**config.mk**
```make
export PLATFORM = sky130hd
export DESIGN_NAME = fetch_queue
export DESIGN_NICKNAME = d
export VERILOG_FILES = /design/src/rtl/fetch_queue.sv
export SDC_FILE = /design/constraint.sdc
export NUM_CORES = 1
export LEC_CHECK = 0
export CAP_MARGIN = 20
export CORE_MARGIN = 2
export CORE_UTILIZATION = 49
export CTS_BUF_LIST = sky130_fd_sc_hd__clkbuf_4 sky130_fd_sc_hd__clkbuf_8
export CTS_CLUSTER_DIAMETER = 30
export CTS_CLUSTER_SIZE = 12
export DETAILED_ROUTE_END_ITERATION = 7
export PLACE_DENSITY_LB_ADDON = 0.2
export SLEW_MARGIN = 0
export SYNTH_ARGS = -nofsm -noshare
export SYNTH_HDL_FRONTEND = slang
export SYNTH_SLANG_ARGS = --single-unit
```
**constraint.sdc**
```tcl
create_clock -name clk -period 20.1 [get_ports clk]
set_input_delay 6.03 -clock clk [delete_from_list [all_inputs] [get_ports clk]]
set_output_delay 6.03 -clock clk [all_outputs]
set_load 0.01 [all_outputs]
```
**src/rtl/fetch_queue.sv**
```systemverilog
// Fetch-to-decode instruction queue (DEPTH entries of {instruction, PC, PC+4}); optional FETCH_QUEUE_BYPASS_EN.
// Latency: 1 cycle enqueue-to-head (0 cycles when empty with FETCH_QUEUE_BYPASS_EN).
// Backpressure: in_ready drops when full or flushing; out_valid drops on empty or flush.
module fetch_queue #(
  parameter int DEPTH = 4,
  parameter int XLEN  = 32
) (
  input  logic                     clk,
  input  logic                     rst,
  input  logic                     flush,
  input  logic                     in_valid,
  output logic                     in_ready,
  input  logic [XLEN-1:0]          in_instruction,
  input  logic [XLEN-1:0]          in_PC,
  input  logic [XLEN-1:0]          in_PC_plus4,
  output logic                     out_valid,
  input  logic                     out_ready,
  output logic [XLEN-1:0]          out_instruction,
  output logic [XLEN-1:0]          out_PC,
  output logic [XLEN-1:0]          out_PC_plus4,
  output logic [$clog2(DEPTH):0]   count
);

  localparam int PW = $clog2(DEPTH) + 1;
  localparam int IW = PW - 1;
  localparam int EW = 3 * XLEN;

  logic [PW-1:0] wr_ptr_q, wr_ptr_d;
  logic [PW-1:0] rd_ptr_q, rd_ptr_d;
  logic [EW-1:0] mem_q [DEPTH];
  logic [EW-1:0] mem_d [DEPTH];

  logic          empty, full, bypass, enq, deq;
  logic [EW-1:0] head;

  always_comb begin
    empty    = (wr_ptr_q == rd_ptr_q);
    full     = (wr_ptr_q[IW-1:0] == rd_ptr_q[IW-1:0]) && (wr_ptr_q[PW-1] != rd_ptr_q[PW-1]);
    in_ready = !full && !flush;
`ifdef FETCH_QUEUE_BYPASS_EN
    bypass   = empty && !flush && !rst;
`else
    bypass   = 1'b0;
`endif
    head     = mem_q[rd_ptr_q[IW-1:0]];

    out_valid       = bypass ? in_valid : (!empty && !flush);
    out_instruction = '0;
    out_PC          = '0;
    out_PC_plus4    = '0;
    if (out_valid) begin
      if (bypass) begin
        out_instruction = in_instruction;
        out_PC          = in_PC;
        out_PC_plus4    = in_PC_plus4;
      end else begin
        {out_instruction, out_PC, out_PC_plus4} = head;
      end
    end

    // A bypassed entry consumed this cycle is never written.
    enq = in_valid && in_ready && !(bypass && out_ready);
    deq = out_valid && out_ready && !bypass;
  end

  always_comb begin
    mem_d = mem_q;
    if (enq) begin
      mem_d[wr_ptr_q[IW-1:0]] = {in_instruction, in_PC, in_PC_plus4};
    end
    wr_ptr_d = wr_ptr_q + {{(PW-1){1'b0}}, enq};
    rd_ptr_d = rd_ptr_q + {{(PW-1){1'b0}}, deq};
    if (flush) begin
      wr_ptr_d = '0;
      rd_ptr_d = '0;
    end
  end

  assign count = wr_ptr_q - rd_ptr_q;

  always_ff @(posedge clk or posedge rst) begin
    if (rst) begin
      wr_ptr_q <= '0;
      rd_ptr_q <= '0;
      for (int i = 0; i < DEPTH; i++) begin
        mem_q[i] <= '0;
      end
    end else begin
      wr_ptr_q <= wr_ptr_d;
      rd_ptr_q <= rd_ptr_d;
      for (int i = 0; i < DEPTH; i++) begin
        mem_q[i] <= mem_d[i];
      end
    end
  end

endmodule

```
==> flow_metrics.env <==
export IMPL_antenna_found_initial=4
export IMPL_p_sw_mw=0.611
export IMPL_io_pins=202
export IMPL_power_frac_comb=0.163
export IMPL_path_cells="clkdlybuf4s50_1 > a31oi_4 > buf_4 > and2_1 > clkdlybuf4s50_1"
export IMPL_cts_sinks=390
export IMPL_h_tree_depth=3
export IMPL_power_mw=2.50
export IMPL_clock_skew_ns=0.0169
export IMPL_leakage_nw=10.3
export IMPL_setup_ws_ns=5.32
export IMPL_clock_latency_ns=0.62
export IMPL_maxSlewHeadroom=0.278
export IMPL_finalMaxSlewViolations=0
export IMPL_hold_buffers=0
export IMPL_tritoncts_num_buffers=90
export IMPL_synthCells=1076
export IMPL_synth_top_area_share=0.538
export IMPL_pre_cts_slack_ns=5.24
export IMPL_gp_congestion=0.712
export IMPL_crit_path_end_kind="primary output"
export IMPL_yosysWarnings=0
export IMPL_cp_top_family="buffers and inverters"
export IMPL_grt_ovfl_total=0
export IMPL_fmax_mhz=67.7
export IMPL_row_count=70
export IMPL_drv_cap=0
export IMPL_crit_buf_inv=3
export IMPL_crit_path_frequent_cell="clkdlybuf4s50_1"
export IMPL_grt_pass1_wl_um=62200
export IMPL_syn_num_nets=1184
export IMPL_seqPwrFrac=0.410
export IMPL_wl_met3_um=1880
export IMPL_drcViolationCount=0
export IMPL_start_util=0.497
export IMPL_status="complete, no violations"
export IMPL_switching_share=0.244
export IMPL_portBuffers=201
export IMPL_ys_seq_elements=390
export IMPL_final_period_utilization=0.735
export IMPL_grt_usage=0.207
export IMPL_cts_tree="built"
export IMPL_ant_nets=0
export IMPL_netlist_area_sq_um=18100
export IMPL_syn_to_final_growth_pct=24.4
export IMPL_wl_um=38400
export IMPL_rsz0062_at_grt="no"
export IMPL_cp_slowest_stage_delay_ns=0.67
export IMPL_die_area_sq_um=38600
export IMPL_drive_gt1_frac=0.457
export IMPL_dp_hpwl_um=22000
export IMPL_synth_area_top_cells="dfrtp_1 54%, mux2_2 14%, mux4_2 12%"
export IMPL_layout_cells_non_filler=1858
export IMPL_grt_pass1_vias=11000
export IMPL_viasPerCell=5.42
export IMPL_grt_max_degree=128
export IMPL_avgRoutedWirePerCell_um=20.6
export IMPL_ys_seq_area_frac=0.538
export IMPL_routed_wl_met2_um=17900
export IMPL_hold_viol_final=0
export IMPL_setup_tns_final_ns=0
export IMPL_path_class="input port to primary output"
export IMPL_die_w_um=196
export IMPL_synth_area_per_cell_sq_um=16.9
export IMPL_postCtsSetupRepairBufs=0
export IMPL_die_h_um=196
export IMPL_cp_required_ns=14.07
export IMPL_finalCriticalPeriod_ns=14.78
export IMPL_clockPowerShare=0.427
export IMPL_clockBufferDepth=3
export IMPL_synth_cell_type_count=26
export IMPL_vias=10100
export IMPL_internal_power_mw=1.89
export IMPL_cp_slowest_cell="clkdlybuf4s50_1"
export IMPL_root_buffer="clkbuf_8"
export IMPL_setup_violations_final=0
export IMPL_top_layer="met5"
export IMPL_powerDensity_nw_per_um2=111
export IMPL_ir_worst_vdd_v=0.0000647
export IMPL_cts_resized=0
export IMPL_hold_ws_ns=0.485
export IMPL_clk_pin_slew_ns=0.05
export IMPL_dr_pass1_iters=4
export IMPL_start_kind="input port"
export IMPL_drt_met1_wl_um=17800
export IMPL_drt_iter0_drc=415
export IMPL_synth_top_cell_by_area="dfrtp_1"
export IMPL_fin_nets=1421
export IMPL_worst_pin_slew_ns=1.08
export IMPL_cp_arrival_ns=8.75
export IMPL_coreArea_sq_um=36500
export IMPL_hold_class="flip-flop to flip-flop"
export IMPL_worst_path_max_fanout=76
export IMPL_dp_cells=1689
-- worst paths after layout --
kind | slack, ns | cells past startpoint | end | startpoint
min reg2reg | 0.48 | 1 | mem_q[38] | mem_q[38]
max | 5.32 | 5 | out_PC[30] | flush
min in group asynchronous | 5.98 | 2 | mem_q[244] | rst
max in group asynchronous | 11.90 | 4 | mem_q[299] | rst
max reg2reg | 16.13 | 7 | mem_q[99] | rd_ptr_q[1]
min | 0.48 | 1 | mem_q[38] | mem_q[38]
-- sequential cells by signal (all words and copies together) (netlist names) --
register and cells:
rd_ptr_q 3, mem_q 384, wr_ptr_q 3
-- logic make-up after synthesis --
family / after synthesis / share of synthesized area
compound gates: 5 / 0.00476
flops: 390 / 0.538
xor+xnor: 4 / 0.00297
mux: 480 / 0.382
fa+ha+maj: 7 / 0.00524
buf+inv: 79 / 0.0280
simple gates: 111 / 0.0388
-- through the flow --
stage | instance area [sq um] | utilization
after floorplan | 18100 | -
after global placement | 20400 | 0.558
after detailed placement | 20400 | 0.558
after CTS | 22600 | 0.618
after global routing | 22600 | 0.618
final | 22600 | 0.618
-- power by group through the flow --
stage | sequential (mW) | clock (mW) | combinational [mW]
2_1_floorplan | 1.01 | 0 | 0.309
3_3_place_gp | 1.03 | 0 | 0.404
3_5_place_dp | 1.04 | 0 | 0.411
4_1_cts | 1.03 | 1.09 | 0.414
5_1_grt | 1.05 | 1.14 | 0.439
6_report | 1.03 | 1.07 | 0.408
-- layout make-up --
class / count / area, sq um
Fill cell: 2744 / 13900
Sequential cell: 390 / 9770
Multi-Input combinational cell: 607 / 7880
Timing Repair Buffer: 218 / 2140
Clock buffer: 109 / 1440
Clock inverter: 58 / 729
Tap cell: 468 / 586
Inverter: 6 / 30.0
Antenna cell: 2 / 5.00
-- synthesized netlist by cell type, drive strengths merged --
cell and count:
a31oi 1, and2 97, and4b 1, buf 58, clkbuf 15, dfrtp 390
fa 1, ha 6, inv 6, mux2 384, mux4 96, nand2 1
nor2 4, nor2b 4, nor3b 1, nor4b 1, nor4bb 2, o21ai 4
xnor2 4
-- placed cells by master, fill, tap and decap left out, types with 15 or more instances in the layout --
cell type,instances
and2_1,97
buf_4,17
clkbuf_8,100
clkdlybuf4s50_1,201
clkinv_2,15
clkinvlp_4,16
dfrtp_1,388
mux2_1,40
mux2_2,224
mux2_4,120
mux4_2,96
-- worst register-to-register path, cell delays in order (launching register included) --
cell     delay [ns]
dfrtp_4        0.86
inv_1          0.11
ha_1           0.36
nand2_1        0.25
o21ai_4        0.20
buf_4          0.70
buf_4          0.91
mux2_2         0.46
-- routing by layer --
metal	GRT usage	up-vias
met2	0.319	210
met3	0.0554	68
met5	0	-
met1	0.290	5345
li1	-	4439
met4	0.0623	6
Power figures use the tool's default switching activity.
